[src/rtl/sd_ram_bridge_pkg.sv]
// Shared types and constants for the SD-loader to Avalon-MM SDRAM bridge.
package sd_ram_bridge_pkg;

  localparam int AVM_AW  = 26;
  localparam int WORD_AW = 25;
  localparam int DATA_W  = 16;

  localparam logic [1:0] BYTE_EN_ALL = 2'b11;

  typedef enum logic [2:0] {
    ST_IDLE,
    ST_WR,
    ST_WACK,
    ST_RD,
    ST_RWAIT,
    ST_ERR
  } bridge_state_t;

  // Word address to byte address; the sum wraps at 2^26.
  function automatic logic [AVM_AW-1:0] word_to_byte(input logic [AVM_AW-1:0]  base,
                                                     input logic [WORD_AW-1:0] word);
    return base + {word, 1'b0};
  endfunction

endpackage

[src/rtl/sd_ram_bridge_if.sv]
// Avalon-MM master/slave bundle between the bridge and the SDRAM controller.
interface sd_ram_bridge_if;
  import sd_ram_bridge_pkg::*;

  logic [AVM_AW-1:0] avm_address;
  logic              avm_write;
  logic              avm_read;
  logic [DATA_W-1:0] avm_writedata;
  logic [1:0]        avm_byteenable;
  logic              avm_waitrequest;
  logic [DATA_W-1:0] avm_readdata;
  logic              avm_readdatavalid;

  modport master (
    output avm_address, avm_write, avm_read, avm_writedata, avm_byteenable,
    input  avm_waitrequest, avm_readdata, avm_readdatavalid
  );

  modport slave (
    input  avm_address, avm_write, avm_read, avm_writedata, avm_byteenable,
    output avm_waitrequest, avm_readdata, avm_readdatavalid
  );

endinterface

[src/rtl/sd_ram_bridge_wait_timer.sv]
// Wait-state watchdog: counts cycles while enabled, clear wins over enable.
// expired is high from the TERMINAL-th enabled cycle on (TERMINAL >= 2).
module sd_ram_bridge_wait_timer #(
  parameter int unsigned TERMINAL = 1023
) (
  input  logic clk,
  input  logic rst_n,
  input  logic clr,
  input  logic en,
  output logic expired
);

  localparam int unsigned CW = $clog2(TERMINAL + 1);
  localparam logic [CW-1:0] LAST = CW'(TERMINAL - 1);

  logic [CW-1:0] cnt_q, cnt_d, cnt_inc;
  logic          expired_q, expired_d;

  assign cnt_inc = cnt_q + 1'b1;

  // Flag is registered one cycle early so the FSM can leave on the terminal cycle.
  always_comb begin
    cnt_d     = cnt_q;
    expired_d = expired_q;
    if (clr) begin
      cnt_d     = '0;
      expired_d = 1'b0;
    end else if (en) begin
      if (cnt_q != LAST) cnt_d = cnt_inc;
      if (cnt_inc == LAST) expired_d = 1'b1;
    end
  end

  always_ff @(posedge clk or negedge rst_n) begin
    if (!rst_n) begin
      cnt_q     <= '0;
      expired_q <= 1'b0;
    end else begin
      cnt_q     <= cnt_d;
      expired_q <= expired_d;
    end
  end

  assign expired = expired_q;

endmodule

[src/rtl/sd_ram_bridge.sv]
// Turns SD-loader word writes, then playback single-word reads, into
// one-at-a-time Avalon-MM transactions with a wait-state timeout.
module sd_ram_bridge
  import sd_ram_bridge_pkg::*;
#(
  parameter logic [AVM_AW-1:0] AVM_BASE       = 26'h0000000,
  parameter int unsigned       TIMEOUT_CYCLES = 1023
) (
  input  logic               clk50,
  input  logic               reset_n,
  input  logic               ram_we,
  input  logic [WORD_AW-1:0] ram_address,
  input  logic [DATA_W-1:0]  ram_data,
  output logic               ram_op_begun,
  input  logic               init_done,
  input  logic               rd_req,
  input  logic [WORD_AW-1:0] rd_address,
  output logic [DATA_W-1:0]  rd_data,
  output logic               rd_valid,
  output logic               rd_busy,
  output logic               rd_overrun,
  output logic               bus_error,
  sd_ram_bridge_if.master    avm
);

  bridge_state_t     state_q, state_d;
  logic [AVM_AW-1:0] addr_q, addr_d;
  logic [DATA_W-1:0] wdata_q, wdata_d;
  logic [DATA_W-1:0] rd_data_q, rd_data_d;
  logic              rd_valid_q, rd_valid_d;
  logic              overrun_q, overrun_d;
  logic              bus_error_q, bus_error_d;
  logic              tmr_clr, tmr_en, tmr_expired;

  always_comb begin
    state_d     = state_q;
    addr_d      = addr_q;
    wdata_d     = wdata_q;
    rd_data_d   = rd_data_q;
    rd_valid_d  = 1'b0;
    bus_error_d = bus_error_q;
    // A read is lost if busy, before init, or colliding with a loader write.
    overrun_d   = overrun_q |
                  (rd_req & ((state_q != ST_IDLE) | ~init_done | ram_we));

    unique case (state_q)
      ST_IDLE: begin
        if (ram_we) begin
          addr_d  = word_to_byte(AVM_BASE, ram_address);
          wdata_d = ram_data;
          state_d = ST_WR;
        end else if (rd_req && init_done) begin
          addr_d  = word_to_byte(AVM_BASE, rd_address);
          state_d = ST_RD;
        end
      end
      ST_WR: begin
        if (!avm.avm_waitrequest) begin
          state_d = ST_WACK;
        end else if (tmr_expired) begin
          state_d     = ST_ERR;
          bus_error_d = 1'b1;
        end
      end
      ST_WACK: state_d = ST_IDLE;
      ST_RD: begin
        if (!avm.avm_waitrequest) begin
          state_d = ST_RWAIT;
        end else if (tmr_expired) begin
          state_d     = ST_ERR;
          bus_error_d = 1'b1;
        end
      end
      ST_RWAIT: begin
        if (avm.avm_readdatavalid) begin
          rd_data_d  = avm.avm_readdata;
          rd_valid_d = 1'b1;
          state_d    = ST_IDLE;
        end else if (tmr_expired) begin
          state_d     = ST_ERR;
          bus_error_d = 1'b1;
        end
      end
      ST_ERR:  state_d = ST_ERR;
      default: state_d = ST_ERR;
    endcase
  end

  always_ff @(posedge clk50 or negedge reset_n) begin
    if (!reset_n) begin
      state_q     <= ST_IDLE;
      addr_q      <= '0;
      wdata_q     <= '0;
      rd_data_q   <= '0;
      rd_valid_q  <= 1'b0;
      overrun_q   <= 1'b0;
      bus_error_q <= 1'b0;
    end else begin
      state_q     <= state_d;
      addr_q      <= addr_d;
      wdata_q     <= wdata_d;
      rd_data_q   <= rd_data_d;
      rd_valid_q  <= rd_valid_d;
      overrun_q   <= overrun_d;
      bus_error_q <= bus_error_d;
    end
  end

  // Any state change restarts the count, so each wait state gets a full budget.
  assign tmr_clr = (state_d != state_q);
  assign tmr_en  = (state_q == ST_WR) || (state_q == ST_RD) || (state_q == ST_RWAIT);

  sd_ram_bridge_wait_timer #(
    .TERMINAL (TIMEOUT_CYCLES)
  ) u_wait_timer (
    .clk     (clk50),
    .rst_n   (reset_n),
    .clr     (tmr_clr),
    .en      (tmr_en),
    .expired (tmr_expired)
  );

  assign avm.avm_address    = addr_q;
  assign avm.avm_writedata  = wdata_q;
  assign avm.avm_write      = (state_q == ST_WR);
  assign avm.avm_read       = (state_q == ST_RD);
  assign avm.avm_byteenable = BYTE_EN_ALL;

  assign ram_op_begun = (state_q == ST_WACK);
  assign rd_busy      = (state_q != ST_IDLE);
  assign rd_data      = rd_data_q;
  assign rd_valid     = rd_valid_q;
  assign rd_overrun   = overrun_q;
  assign bus_error    = bus_error_q;

endmodule

[src/flat_wrapper.sv]
// flat-port wrapper written by rule: the top's interface ports become plain ports
module sd_ram_bridge_flat import sd_ram_bridge_pkg::*;
#(
  parameter logic [AVM_AW-1:0] AVM_BASE       = 26'h0000000,
  parameter int unsigned       TIMEOUT_CYCLES = 1023
)
  (clk50, reset_n, ram_we, ram_address, ram_data, ram_op_begun, init_done, rd_req, rd_address, rd_data, rd_valid, rd_busy, rd_overrun, bus_error, avm_avm_address, avm_avm_write, avm_avm_read, avm_avm_writedata, avm_avm_byteenable, avm_avm_waitrequest, avm_avm_readdata, avm_avm_readdatavalid);
  sd_ram_bridge_if avm_i ();
  input  logic clk50;
  input  logic reset_n;
  input  logic ram_we;
  input  logic [WORD_AW-1:0] ram_address;
  input  logic [DATA_W-1:0] ram_data;
  output logic ram_op_begun;
  input  logic init_done;
  input  logic rd_req;
  input  logic [WORD_AW-1:0] rd_address;
  output logic [DATA_W-1:0] rd_data;
  output logic rd_valid;
  output logic rd_busy;
  output logic rd_overrun;
  output logic bus_error;
  output wire logic [$bits(avm_i.avm_address)-1:0] avm_avm_address;
  output wire logic [$bits(avm_i.avm_write)-1:0] avm_avm_write;
  output wire logic [$bits(avm_i.avm_read)-1:0] avm_avm_read;
  output wire logic [$bits(avm_i.avm_writedata)-1:0] avm_avm_writedata;
  output wire logic [$bits(avm_i.avm_byteenable)-1:0] avm_avm_byteenable;
  input wire logic [$bits(avm_i.avm_waitrequest)-1:0] avm_avm_waitrequest;
  input wire logic [$bits(avm_i.avm_readdata)-1:0] avm_avm_readdata;
  input wire logic [$bits(avm_i.avm_readdatavalid)-1:0] avm_avm_readdatavalid;
  assign avm_avm_address = avm_i.avm_address;
  assign avm_avm_write = avm_i.avm_write;
  assign avm_avm_read = avm_i.avm_read;
  assign avm_avm_writedata = avm_i.avm_writedata;
  assign avm_avm_byteenable = avm_i.avm_byteenable;
  assign avm_i.avm_waitrequest = avm_avm_waitrequest;
  assign avm_i.avm_readdata = avm_avm_readdata;
  assign avm_i.avm_readdatavalid = avm_avm_readdatavalid;
  sd_ram_bridge #(.AVM_BASE(AVM_BASE), .TIMEOUT_CYCLES(TIMEOUT_CYCLES)) u_core (.clk50(clk50), .reset_n(reset_n), .ram_we(ram_we), .ram_address(ram_address), .ram_data(ram_data), .ram_op_begun(ram_op_begun), .init_done(init_done), .rd_req(rd_req), .rd_address(rd_address), .rd_data(rd_data), .rd_valid(rd_valid), .rd_busy(rd_busy), .rd_overrun(rd_overrun), .bus_error(bus_error), .avm(avm_i));
endmodule
[config.mk]
export PLATFORM = sky130hd
export DESIGN_NAME = sd_ram_bridge_flat
export DESIGN_NICKNAME = d
export VERILOG_FILES = /design/src/rtl/sd_ram_bridge_pkg.sv /design/src/rtl/sd_ram_bridge_if.sv /design/src/rtl/sd_ram_bridge_wait_timer.sv /design/src/rtl/sd_ram_bridge.sv /design/src/flat_wrapper.sv
export SDC_FILE = /design/constraint.sdc
export NUM_CORES = 1
export LEC_CHECK = 0
export CAP_MARGIN = 40
export CORE_ASPECT_RATIO = 1.75
export CORE_UTILIZATION = 35
export CTS_CLUSTER_SIZE = 24
export DETAILED_ROUTE_END_ITERATION = 7
export GPL_TIMING_DRIVEN = 0
export PLACE_DENSITY = 0.66
export SLEW_MARGIN = 25
export SYNTH_ARGS = -nofsm -noshare
export SYNTH_HDL_FRONTEND = slang
export SYNTH_SLANG_ARGS = --single-unit
[constraint.sdc]
create_clock -name clk50 -period 3.54 [get_ports clk50]
set_input_delay 0.708 -clock clk50 [delete_from_list [all_inputs] [get_ports clk50]]
set_output_delay 0.708 -clock clk50 [all_outputs]
set_load 0.01 [all_outputs]
Word-level counts from Yosys, hierarchy flattened
Index checks and enable logic that the tools add are counted.
Word-level totals
  input port bits: 89
  register bits after elaboration: 75
  word-level logic and storage cells: 62
Operators by class
  muxes and demuxes: 21
  reduce and logical (&&, ||, !) cells: 17
  add/subtract/negate cells: 1
  bitwise logic cells: 5
  equality and inequality tests: 9
Operators by type and width (number)
  $mux W26: 2
  $mux W10: 3
  $mux W3: 6
  $pmux W3 S5: 1
  $add A10 B1 Y10 const B: 1
  $eq A10 B10 Y1 const B: 1
  $ne A10 B10 Y1 const B: 1
  $reduce_and A2 Y1: 5
  $reduce_bool A2 Y1: 5
  $mux W1: 8
  $eq A3 B2 Y1 const B: 2
  $eq A3 B1 Y1 const B: 1
  $eq A3 B3 Y1 const B: 1
  $logic_not A3 Y1: 1
  $ne A3 B3 Y1: 1
  $or A1 B1 Y1: 3
  $reduce_and A3 Y1: 1
  $reduce_bool A3 Y1: 1
  $logic_or A1 B1 Y1: 2
  $ne A2 B1 Y1 const B: 1
  $ne A2 B2 Y1 const B: 1
  $pmux W1 S2: 1
  $reduce_or A2 Y1: 1
  $and A1 B1 Y1: 1
  2 further kinds: 2

Logic depth before layout (Yosys ltp)
  word-level depth: 7
  mapped depth: 7

By module
Synthesis repeated with hierarchy kept, for this count alone.
Unflattened totals
  cell total of the unflattened synthesis: 311
  area total of the unflattened synthesis: 3632.2 um^2
By module, submodules not included
  sd_ram_bridge: times used 1, area an instance 2874.0 um^2, cells each 231
  sd_ram_bridge_wait_timer: times used 1, area an instance 758.2 um^2, cells each 80

Worst setup path before layout
No wires, ideal clock.
  path type: input port to flip-flop
  start point: input ram_we
  end point: register u_core.wdata_q[0] (netlist: u_core.avm.avm_writedata[0])
  stages: 5
  path buffers: 3
  setup time: 0.125 ns
  arrival time: 2.042 ns
  setup slack: 1.373 ns
  required time: 3.415 ns
  cell sequence: clkbuf_1 -> and2_1 -> clkbuf_1 -> buf_2 -> mux2_2
Between the ends
  longest elaborated chain between the ends: 1
RTL lines
  start: declaration: RTL line flat_wrapper.sv:11  | input logic ram_we;
  $reduce_and A2 Y1 (no line)
  end signal: assignment: RTL line sd_ram_bridge.sv:101  | wdata_q <= wdata_d;
  end: declaration: RTL line sd_ram_bridge.sv:28  | logic [DATA_W-1:0] wdata_q, wdata_d;
Every way passes these cells.
A chain may end at the register's enable or synchronous reset.

Final worst setup path
  start point: register u_core.state_q[2]
  end point: output avm_avm_read
Between the ends
  longest elaborated chain between the ends: 1
RTL lines
  start: declaration: RTL line sd_ram_bridge.sv:26  | bridge_state_t state_q, state_d;
  start signal: assignment: RTL line sd_ram_bridge.sv:99  | state_q <= state_d;
  $eq A3 B2 Y1: RTL line sd_ram_bridge.sv:126  | assign avm.avm_read = (state_q == ST_RD);
  end: declaration: RTL line flat_wrapper.sv:25  | output wire logic [$bits(avm_i.avm_read)-1:0] avm_avm_read;
Every way passes these cells.

==> out/qor.csv <==
stage;metric;value;unit
outcome;outcome;finished, final reports clean;
yosys;yosysWarnings;0;
setup_path;r2r_start;u_core.u_wait_timer.cnt_q[0];
timing;setup_violations;0;
global_route;antenna_found_initial;0;
clock_tree;htree_levels;3;
routing;initialDrtViolationCount;159;
setup_path;ff2ff_setup_slack;1.31;ns
yosys;yosysUniqueCellTypes;43;
yosys;synth-seq-area-share;53.01;%
clock_tree;cts_tree;yes;
power;power_switching;1.375;mW
setup_path;cp_cell_sequence;buf_4 -> nand2b_1 -> clkbuf_1 -> nor2_1 -> clkdlybuf4s50_1;
place;numPortBuffers;151;
final_layout;instances_no_fill;612;
floorplanning;core_area;0.009585;mm^2
job;maxCapViolations;0;
setup_path;worstSetupPathDepth;5;
routing;dr.pass1.iters;4;
setup_path;criticalPathCategory;reg -> out;
place;routabilityCongestion;0.8004;
setup_path;r2r-end;u_core.u_wait_timer.cnt_q[0];
setup_path;arrival;1.87;ns
routing;wl_per_cell;14.97;um
final_layout;seq_area;0.001852;mm^2
clock_tree;cts_buffers;9;
final_layout;antenna-diode-count;0;
power;swShare;32.10;%
setup_path;critical_path_buf_inv_count;3;
timing;tightestPinTransition;0.7196;ns
setup_path;cpPeakStageDelay;0.54;ns
timing;fin_tns_setup;0;ns
yosys;synth.avg_cell_area;10.92;um^2
yosys;synth_area;0.003493;mm^2
setup_path;startpoint;u_core.state_q[2];
routing;drc;0;
timing;rsz0062_at_grt;no;
clock_tree;ctsHoldBuffers;0;
final_layout;synthToLayoutAreaGrowth;57.77;%
yosys;synthArstFlopShare;100.0;%
timing;slew-limit-headroom;52.02;%
routing;antenna_left;0;
final_layout;nets;577;
clock_tree;clk_pin_slew_worst_paths;0.06;ns
clock_tree;cts_resized;0;
floorplanning;initial_core_util;36.44;%
clock_tree;post_cts_buffers;0;
yosys;synthFlopType;dfrtp_1;
floorplanning;ios;156;
setup_path;crit_family;buffers and inverters;
floorplanning;die_area;0.01040;mm^2
timing;worst_slack;0.9658;ns
clock_tree;root_buffer;clkbuf_16;
floorplanning;rows;47;
timing;fin_skew;0.005430;ns
setup_path;startpoint_type;flop;
final_layout;utilization;57.50;%
floorplanning;die_w;77.52;um
final_layout;drive_gt1_share;13.06;%
place;dp.cells;595;
yosys;synthCells;320;
yosys;synth_edf_count;0;
routing;drt_wl_total;9162;um
yosys;ys_seq_elements;74;
global_route;overflow;0;
power;seqPwrFrac;32.7;%
timing;period_needed;2.574;ns
routing;avgViaCountPerCell;5.003;
min_path;hold_path_class;in -> async;
global_route;grt_usage;18.60;%
final_layout;multiInputGateArea;0.001484;mm^2
place;pre_cts_ws;0.9050;ns
clock_tree;clock-sinks;74;
clock_tree;cts.path.max_buffers;2;
global_route;grt_pass1_vias;3136;
timing;whs;0.3145;ns
routing;vias;3062;
global_route;grt_pass1_wl;15060;um
timing;max_freq;388.5;MHz
timing;hold_violations;0;
power;intPower;2.908;mW
timing;slew_viol_final;0;
power;power_leakage;2.270;nW
setup_path;cp.required;2.83;ns
setup_path;end_kind;output pin;
place;hpwlAfterDp;7142;um
floorplanning;die_y;134.2;um
final_layout;fillers;853;
setup_path;crit_slowest_cell;clkdlybuf4s50_1;
power;p_per_area;777.0;mW/mm^2
setup_path;crit_fanout;10;
power;ir_drop;0.4247;mV
timing;post-route-period-util;72.72;%
power;power_frac_comb;44.3;%
clock_tree;clk_latency;0.33;ns
global_route;grt_max_degree;43;
setup_path;worstRegToRegCells;8;
power;p_clk_share;23.0;%
state kept, by name, indices dropped and copies added, names as in the netlist:
name                         flops
u_core.rd_valid                  1
u_core.rd_overrun                1
u_core.u_wait_timer.cnt_q       10
u_core.state_q                   3
u_core.avm.avm_address          25
u_core.rd_data                  16
u_core.u_wait_timer.expired      1
u_core.avm.avm_writedata        16
u_core.bus_error                 1
worst register-to-register path, stage by stage, from the launching register on:
cell      delay (ns)
dfrtp_1         0.47
inv_1           0.10
ha_1            0.14
nand3_1         0.14
nor4_1          0.46
clkbuf_2        0.24
clkbuf_1        0.33
or3_1           0.17
a21oi_1         0.06
cell families (layout without fill, tap and decap cells):
kind of cell / after synthesis / count (layout) / share of synthesized area [%]
muxes: 57 / 57 / 17.48
DFF: 74 / 74 / 53.01
and+or+nand+nor: 78 / 78 / 11.07
adders and majority gates: 3 / 3 / 1.075
xor gates and xnor gates: 1 / 1 / 0.2508
other: 2 / 3 / 0.2150
buffers and inverters: 35 / 204 / 4.620
AOI/OAI and AO/OA: 70 / 70 / 12.29
metal layers:
metal,vias up,global-route usage [%],part of all wire [%]
met5,-,0,0
met1,1450,18.52,35
met2,123,35.05,56
li1,1462,-,-
met4,0,8.700,3.1
met3,27,4.898,5.7
power by group through the flow:
stage | clock network [mW] | logic [mW] | registers, mW
5_1_grt | 1.05 | 2.04 | 1.45
2_1_floorplan | 0 | 0.734 | 1.55
4_1_cts | 1.01 | 1.93 | 1.40
3_3_place_gp | 0 | 1.89 | 1.40
6_report | 0.985 | 1.90 | 1.40
3_5_place_dp | 0 | 1.93 | 1.41
worst max path at each step:
stage / to / slack (ns)
after CTS: avm_avm_read / 0.93
after floorplan: u_core.avm.avm_writedata[0] / 1.37
after global placement: u_core.avm.avm_writedata[1] / -0.86
after global routing: avm_avm_write / 0.85
after detailed placement: u_core.avm.avm_writedata[1] / 0.91
final: avm_avm_read / 0.97
area by class of cell:
type | instances | share of cell area (%)
clock buffers | 10 | 4.336
well taps | 122 | 2.770
plain buffers | 24 | 2.179
multi-input cells | 212 | 26.92
clock inverters | 6 | 1.612
inverters | 11 | 0.7491
flip-flops and latches | 74 | 33.60
repair buffers | 153 | 27.83
synth_stat cells, drive strengths merged (3+ instances only):
cell / n / share of area [%]
nand2: 10 / 1.1
dfrtp: 74 / 53
mux2i: 25 / 7.2
clkbuf: 13 / 1.4
o31ai: 8 / 1.7
nand3: 4 / 0.57
inv: 11 / 1.2
a21oi: 39 / 5.6
or3: 3 / 0.54
nand3b: 3 / 0.64
ha: 3 / 1.1
mux2: 32 / 10
a21o: 3 / 0.64
o21ai: 5 / 0.72
buf: 11 / 2.0
and2: 5 / 0.90
or4: 5 / 1.1
nor4: 3 / 0.54
nor2: 35 / 3.8
nor3: 3 / 0.43
cell usage in the layout, fill, tap and decap left out, drive strengths merged, types with 2 or more instances in the layout:
master | netlist | layout
clkdlybuf4s50 | 0 | 150
dfrtp | 74 | 74
a21oi | 39 | 39
nor2 | 35 | 35
mux2 | 32 | 32
mux2i | 25 | 25
clkbuf | 13 | 24
buf | 11 | 13
inv | 11 | 12
nand2 | 10 | 10
o31ai | 8 | 8
and2 | 5 | 5
o21ai | 5 | 5
or4 | 5 | 5
nand3 | 4 | 4
nor3 | 3 | 3
nand3b | 3 | 3
a21o | 3 | 3
nor4 | 3 | 3
or3 | 3 | 3
ha | 3 | 3
conb | 2 | 3
nand2b | 2 | 2
o22ai | 2 | 2
a41oi | 2 | 2
a211oi | 2 | 2
clkinvlp | 0 | 2
bufinv | 0 | 2
metrics by stage:
step           total power [mW]  area (um^2)
2_1_floorplan             2.287         3497
3_3_place_gp              3.291         5161
3_5_place_dp              3.337         5179
4_1_cts                   4.348         5507
5_1_grt                   4.540         5512
6_report                  4.283         5512
(Power assumes the default switching activity.)
